### src/rtl/miner_pkg.sv
// Shared definitions for the miner host-link blocks: UART transmit states and framing constants.
package miner_pkg;

  typedef enum logic [2:0] {
    ST_IDLE,
    ST_LOAD,
    ST_START,
    ST_DATA,
    ST_STOP
  } uart_state_t;

  localparam int UART_DATA_BITS = 8;
  localparam int NONCE_BYTES    = 4;

endpackage

### src/rtl/nonce_fifo.sv
// Synchronous nonce queue; a push into a full queue is legal when a pop happens in the same cycle.
module nonce_fifo #(
  parameter int DEPTH = 4,
  parameter int WIDTH = 32
) (
  input  logic                     clk,
  input  logic                     reset,
  input  logic                     push,
  input  logic                     pop,
  input  logic [WIDTH-1:0]         wdata,
  output logic [WIDTH-1:0]         rdata,
  output logic                     full,
  output logic                     empty,
  output logic [$clog2(DEPTH):0]   count
);

  localparam int PW = $clog2(DEPTH);
  localparam int CW = PW + 1;

  logic [WIDTH-1:0] mem [DEPTH];
  logic [PW-1:0]    wptr;
  logic [PW-1:0]    rptr;

  assign rdata = mem[rptr];
  assign full  = (count == CW'(DEPTH));
  assign empty = (count == '0);

  // When full, wptr == rptr: the head is read out before the edge overwrites its slot.
  always_ff @(posedge clk) begin
    if (push) mem[wptr] <= wdata;
  end

  always_ff @(posedge clk or posedge reset) begin
    if (reset) begin
      wptr  <= '0;
      rptr  <= '0;
      count <= '0;
    end else begin
      if (push) wptr <= wptr + PW'(1);
      if (pop)  rptr <= rptr + PW'(1);
      case ({push, pop})
        2'b10:   count <= count + CW'(1);
        2'b01:   count <= count - CW'(1);
        default: count <= count;
      endcase
    end
  end

endmodule

### src/rtl/golden_nonce_tx.sv
// Queues golden nonces and sends each as four 8N1 bytes, LSB byte first, on the host UART TX line.
module golden_nonce_tx
  import miner_pkg::*;
#(
  parameter int CLKS_PER_BIT = 104,
  parameter int FIFO_DEPTH   = 4
) (
  input  logic                          sys_clk,
  input  logic                          reset,
  input  logic                          is_golden_ticket,
  input  logic [31:0]                   golden_nonce,
  output logic                          tx_serial,
  output logic                          tx_busy,
  output logic [$clog2(FIFO_DEPTH):0]   fifo_count,
  output logic [7:0]                    drop_count
);

  localparam int BW = $clog2(CLKS_PER_BIT);
  localparam logic [BW-1:0] BAUD_LAST = BW'(CLKS_PER_BIT - 1);

  uart_state_t   state, state_n;
  logic [BW-1:0] baud_cnt, baud_n;
  logic [2:0]    bit_cnt, bit_n;
  logic [1:0]    byte_idx, byte_n;
  logic [1:0]    byte_inc;
  logic [31:0]   shreg, shreg_n;
  logic [7:0]    cur_byte, cur_n;
  logic          tx_n;
  logic          baud_tc;
  logic          push, pop, full, empty;
  logic [31:0]   head;

  assign push     = is_golden_ticket && (!full || pop);
  assign baud_tc  = (baud_cnt == BAUD_LAST);
  assign byte_inc = byte_idx + 2'd1;
  assign tx_busy  = (state != ST_IDLE);

  nonce_fifo #(
    .DEPTH (FIFO_DEPTH),
    .WIDTH (32)
  ) u_fifo (
    .clk   (sys_clk),
    .reset (reset),
    .push  (push),
    .pop   (pop),
    .wdata (golden_nonce),
    .rdata (head),
    .full  (full),
    .empty (empty),
    .count (fifo_count)
  );

  always_comb begin
    state_n = state;
    baud_n  = baud_cnt;
    bit_n   = bit_cnt;
    byte_n  = byte_idx;
    shreg_n = shreg;
    cur_n   = cur_byte;
    pop     = 1'b0;
    case (state)
      ST_IDLE: begin
        if (!empty) begin
          pop     = 1'b1;
          shreg_n = head;
          byte_n  = 2'd0;
          state_n = ST_LOAD;
        end
      end
      ST_LOAD: begin
        cur_n   = shreg[{byte_idx, 3'b000} +: 8];
        baud_n  = '0;
        bit_n   = 3'd0;
        state_n = ST_START;
      end
      ST_START: begin
        if (baud_tc) begin
          baud_n  = '0;
          bit_n   = 3'd0;
          state_n = ST_DATA;
        end else begin
          baud_n = baud_cnt + BW'(1);
        end
      end
      ST_DATA: begin
        if (baud_tc) begin
          baud_n = '0;
          if (bit_cnt == 3'(UART_DATA_BITS - 1)) begin
            bit_n   = 3'd0;
            state_n = ST_STOP;
          end else begin
            bit_n = bit_cnt + 3'd1;
          end
        end else begin
          baud_n = baud_cnt + BW'(1);
        end
      end
      ST_STOP: begin
        if (baud_tc) begin
          baud_n = '0;
          if (byte_idx != 2'(NONCE_BYTES - 1)) begin
            // Next byte is selected here so bytes of one nonce run with no gap.
            byte_n  = byte_inc;
            cur_n   = shreg[{byte_inc, 3'b000} +: 8];
            state_n = ST_START;
          end else if (!empty) begin
            pop     = 1'b1;
            shreg_n = head;
            byte_n  = 2'd0;
            state_n = ST_LOAD;
          end else begin
            state_n = ST_IDLE;
          end
        end else begin
          baud_n = baud_cnt + BW'(1);
        end
      end
      default: state_n = ST_IDLE;
    endcase

    // Line level follows the state being entered so tx_serial comes straight from a flop.
    case (state_n)
      ST_START: tx_n = 1'b0;
      ST_DATA:  tx_n = cur_n[bit_n];
      default:  tx_n = 1'b1;
    endcase
  end

  always_ff @(posedge sys_clk or posedge reset) begin
    if (reset) begin
      state     <= ST_IDLE;
      baud_cnt  <= '0;
      bit_cnt   <= 3'd0;
      byte_idx  <= 2'd0;
      shreg     <= '0;
      cur_byte  <= '0;
      tx_serial <= 1'b1;
    end else begin
      state     <= state_n;
      baud_cnt  <= baud_n;
      bit_cnt   <= bit_n;
      byte_idx  <= byte_n;
      shreg     <= shreg_n;
      cur_byte  <= cur_n;
      tx_serial <= tx_n;
    end
  end

  always_ff @(posedge sys_clk or posedge reset) begin
    if (reset) begin
      drop_count <= 8'd0;
    end else if (is_golden_ticket && !push && drop_count != 8'hFF) begin
      drop_count <= drop_count + 8'd1;
    end
  end

endmodule

### config.mk
export PLATFORM = sky130hd
export DESIGN_NAME = golden_nonce_tx
export DESIGN_NICKNAME = d
export VERILOG_FILES = /design/src/rtl/miner_pkg.sv /design/src/rtl/nonce_fifo.sv /design/src/rtl/golden_nonce_tx.sv
export SDC_FILE = /design/constraint.sdc
export NUM_CORES = 1
export LEC_CHECK = 0
export ABC_AREA = 0
export CAP_MARGIN = 30
export CORE_MARGIN = 4
export CORE_UTILIZATION = 40
export DETAILED_ROUTE_END_ITERATION = 8
export PLACE_DENSITY = 0.54
export SLEW_MARGIN = 0
export SYNTH_ARGS = -nofsm -noshare
export SYNTH_HDL_FRONTEND = slang
export SYNTH_SLANG_ARGS = --single-unit
### constraint.sdc
create_clock -name sys_clk -period 5.7 [get_ports sys_clk]
set_clock_uncertainty 0.05 [all_clocks]
set_input_delay 1.71 -clock sys_clk [delete_from_list [all_inputs] [get_ports sys_clk]]
set_output_delay 1.71 -clock sys_clk [all_outputs]
set_load 0.005 [all_outputs]
### Word-level counts from Yosys, hierarchy flattened

Memory sizes are Yosys's and may differ from the RTL's.
Index checks and enable logic that the tools add are counted.

* register bits: 71
* latch bits: 0
* bits in writable memories: 128
* bits in read-only memories: 0
* logic and storage cells: 88
* memories kept: 1

* add/sub/neg operators: 8
* multiply operators: 0
* div/mod/pow operators: 0
* magnitude comparators: 1
* eq/ne operators: 15
* shift-type cells: 2
* multiplexer cells: 35
* bitwise logic cells: 0
* reductions and logical operators: 15

Memory list
* u_fifo.mem: words 4, bits a word 32, read ports 1, clocked after Yosys merged registers in 0, wr ports 1, line nonce_fifo.sv:20 `logic [WIDTH-1:0] mem [DEPTH];`

Operator list (count)
* 32-bit two-way mux: 3
* 32-bit one-hot mux with 2 select lines: 1
* 32-bit by 6-bit variable part select with 8-bit output: 2
* 3-bit two-way mux: 8
* 8-bit two-way mux: 2
* 8-bit one-hot mux with 2 select lines: 1
* 3-bit one-hot mux with 5 select lines: 1
* 7-bit one-hot mux with 2 select lines: 1
* 3-bit by 2-bit == test with 1-bit output, second input constant: 4
* 3-bit == test, second input constant: 3
* 3-bit one-hot mux with 3 select lines: 1
* 8-bit by 1-bit adder with 8-bit output, second input constant: 1
* 2-bit two-way mux: 4
* 8-bit inequality test, second input constant: 1
* 7-bit by 1-bit adder with 7-bit output, second input constant: 1
* 7-bit == test, second input constant: 1
* 1-bit two-way mux: 7
* 7-bit two-way mux: 1
* 2-bit by 1-bit adder with 2-bit output, second input constant: 3
* 3-bit by 1-bit adder with 3-bit output, second input constant: 2
* 3-bit logical NOT: 2
* 2-bit inequality test, second input constant: 3
* 3-bit one-hot mux with 2 select lines: 1
* 2-bit nonzero test: 3
* 15 further kinds: 19

### Depth between registers and ports, before layout

* depth after elaboration: 10
* gate-level depth with buffers: 10
* depth with buffers taken out: 10

### Hierarchy

A second synthesis with hierarchy kept.

* cells, all modules: 464
* area total of the unflattened synthesis: 8411.8 sq um

Modules (own cells, without submodules)
* nonce_fifo: instances 1, cells each 205, area each 5068.6 sq um, sequential area each 4018.9 sq um
* golden_nonce_tx: instances 1, cells each 259, area each 3343.2 sq um, sequential area each 1602.8 sq um

### Worst setup path after synthesis

No wires, ideal clock.

* path type: input to register
* from: input port is_golden_ticket
* to: memory u_fifo.mem[0][0] (enable)
* data arrival time: 3034 ps
* data required time: 5258 ps
* slack: 2224 ps
* stages: 3
* buffers on the path: 1
* cells stage by stage: clkbuf_1 -> a21boi_4 -> and2_1

* word-level cells in the longest chain between the ends: 3

RTL lines
* start: declaration: line golden_nonce_tx.sv:10 `input logic is_golden_ticket,`
* 1-bit logical AND: line golden_nonce_tx.sv:33 `assign push = is_golden_ticket && (!full || pop);`
* 1-bit two-way mux: line nonce_fifo.sv:30 `if (push) mem[wptr] <= wdata;`
* 1-bit two-way mux (implied by the code): line nonce_fifo.sv:30
* end: declaration: line nonce_fifo.sv:20

No other way between the ends.

### Worst setup path after layout

* from: register state[2]
* to: output port tx_busy

* word-level cells in the longest chain between the ends: 1

RTL lines
* start: declaration: line golden_nonce_tx.sv:21 `uart_state_t state, state_n;`
* start signal: assignment: line golden_nonce_tx.sv:139 `state <= state_n;`
* 3-bit nonzero test: line golden_nonce_tx.sv:36 `assign tx_busy = (state != ST_IDLE);`
* end: declaration: line golden_nonce_tx.sv:13 `output logic tx_busy,`

No other way between the ends.

==> results.sh <==
export IMPL_status="finished, final reports clean"
export IMPL_grt_antenna_before_repair=0
export IMPL_holdPathStages=1
export IMPL_nNetsFinal=646
export IMPL_tightest_slew_ns=0.977
export IMPL_path_clk_slew_ns=0.07
export IMPL_drc=0
export IMPL_dpl_cell_area_mm2=0.00930
export IMPL_h_tree_depth=4
export IMPL_cts_buffer_depth=2
export IMPL_hpwl_um=10700
export IMPL_wirelength_um=16800
export IMPL_grt_start_max_net_pins=37
export IMPL_drt_pass1_iterations=5
export IMPL_grt_first_pass_wirelength_um=27300
export IMPL_hold_path_class="reg2reg"
export IMPL_initial_utilization=0.406
export IMPL_syn2layout_area_growth_pct=15.7
export IMPL_max_freq_mhz=271
export IMPL_fin_crit_sh=0.646
export IMPL_finalSetupTns_ns=0
export IMPL_r2r_cells=8
export IMPL_maxSlewHeadroom=0.349
export IMPL_layout_commonest_cell="edfxtp_1"
export IMPL_powerDensity_mw_per_mm2=344
export IMPL_drive_above_1_share=0.169
export IMPL_fillCellCount=1876
export IMPL_cts_root_buf="clkbuf_16"
export IMPL_die_area_mm2=0.0237
export IMPL_post_cts_resized=0
export IMPL_setup_viol=0
export IMPL_cp_arrival_ns=1.92
export IMPL_min_from="baud_cnt[6]"
export IMPL_yosys_warnings=0
export IMPL_crit_type="reg2out"
export IMPL_grt_pass1_vias=4962
export IMPL_synth_edf_count=128
export IMPL_insertion_delay_ns=0.43
export IMPL_grt_overflow=0
export IMPL_synth_cell_type_count=58
export IMPL_routedWlPerCell_um=18.9
export IMPL_ir_drop_v=0.000197
export IMPL_p_leak_nw=3.65
export IMPL_num_vias=4739
export IMPL_r2r_start="byte_idx[0]"
export IMPL_rows=53
export IMPL_stdcell_area_mm2=0.00985
export IMPL_cap_violations=0
export IMPL_ioPinCount=48
export IMPL_final_period_minus_worst_setup_slack_ns=3.68
export IMPL_clock_sink_count=199
export IMPL_hold_viol=0
export IMPL_path_max_fanout=17
export IMPL_drv_slew=0
export IMPL_ant_nets=0
export IMPL_required_ns=3.94
export IMPL_r2r_slack_ns=2.32
export IMPL_cp_end_kind="output pin"
export IMPL_cts_inserted_buffers=17
export IMPL_netlist_instances=550
export IMPL_critPathLaunchType="register"
export IMPL_cts_setup_buffers=0
export IMPL_ctsHoldBuffers=0
export IMPL_antennaDiodeCount=0
export IMPL_synth_nets=595
export IMPL_tritoncts="done"
export IMPL_worst_hold_slack_ns=0.437
export IMPL_die_w_um=154
export IMPL_gp_congestion=0.822
export IMPL_async_flop_share=0.357
export IMPL_ys_flop_type="edfxtp_1"
export IMPL_final_cell_mix="128 x edfxtp_1, 121 x nand2_1, 68 x dfrtp_1"
export IMPL_drt_iter0_drc=255
export IMPL_die_h_um=154
export IMPL_portBuffers=47
export IMPL_min_to="baud_cnt[6]"
export IMPL_grt_setup_unrepaired="no"
export IMPL_core_area_mm2=0.0210
export IMPL_syn_area_per_cell_um2=15.5
export IMPL_ys_ff_latch=199
export IMPL_track_usage=0.148
export IMPL_seq_area_frac_synth=0.660
export IMPL_r2r_end="u_fifo.count[1]"
export IMPL_vias_per_cell=5.33
export IMPL_syn_area_mm2=0.00851
## synth_stat cells (all sizes together), types with 3 or more instances
master	count	area, um^2
mux2i	7	70.1
dfrtp	70	1750
mux4	48	1080
and3	4	25.0
and2	15	93.8
nand4	6	37.5
inv	16	60.1
a311oi	9	96.4
and4	8	70.1
ha	9	113
a21oi	8	40.0
o21a	3	22.5
nor2	6	25.0
nand2	121	454
a21o	3	22.5
o21ai	7	35.0
nand3	3	27.5
buf	19	100
o31ai	3	22.5
a211oi	4	40.0
xnor2	10	87.6
edfxtp	128	3840
clkbuf	8	31.3
## cell families (layout without fill, tap and decap cells)
kind of cell	count (synthesis)	after routing	synth area share
AOI/OAI and AO/OA	56	56	0.0567
xor gates and xnor gates	11	11	0.0113
adders and majority gates	10	10	0.0156
buffers and inverters	43	107	0.0225
DFF	199	199	0.660
muxes	55	55	0.135
and+or+nand+nor	176	176	0.0982
## worst max path at each step
stage | from | to | slack, ns
after floorplan | reset | baud_cnt[0] | 2.15
after global placement | is_golden_ticket | u_fifo.mem[3][27] | 2.02
after detailed placement | is_golden_ticket | u_fifo.mem[2][27] | 1.96
after CTS | state[1] | tx_busy | 2.00
after global routing | state[1] | tx_busy | 1.96
final | state[2] | tx_busy | 2.02
## metal layers
layer | GRT usage | part of all wire
met4 | 0.0437 | 0.011
met5 | 0 | 0
met2 | 0.254 | 0.51
met3 | 0.0296 | 0.024
met1 | 0.192 | 0.45
## metrics by stage
stage	util	power [mW]	std cells	worst slack, ns
5_1_grt	0.470	3.54	889	1.96
4_1_cts	0.470	3.43	889	2.00
3_3_place_gp	0.442	2.26	853	2.02
2_1_floorplan	-	2.08	550	2.15
3_5_place_dp	0.444	2.29	857	1.96
6_report	0.470	3.38	889	2.02
## report_power, final
part | total, mW | switching, mW | internal (mW)
Clock | 1.14 | 0.530 | 0.608
Combinational | 0.412 | 0.237 | 0.175
Sequential | 1.83 | 0.0716 | 1.76
Total | 3.38 | 0.838 | 2.55
## worst max-delay path: stages, from the launching register on
cell,delay [ns]
dfrtp_1,0.58
or3_1,0.46
clkdlybuf4s50_1,0.45
## area by class of cell
type / count / area [um^2] / area share
flip-flops and latches: 199 / 5620 / 0.571
clock buffers: 19 / 433 / 0.0439
repair buffers: 59 / 572 / 0.0580
inverters: 16 / 60.1 / 0.00610
clock inverters: 13 / 120 / 0.0122
multi-input cells: 308 / 2700 / 0.274
well taps: 275 / 344 / 0.0349
## flip-flops by register name (all words and copies together) (netlist names)
register      cells
byte_idx          2
u_fifo.wptr       2
u_fifo.mem      128
baud_cnt          7
tx_serial         1
bit_cnt           3
shreg            32
u_fifo.rptr       2
u_fifo.count      3
cur_byte          8
state             3
drop_count        8
(Power assumes the default switching activity.)
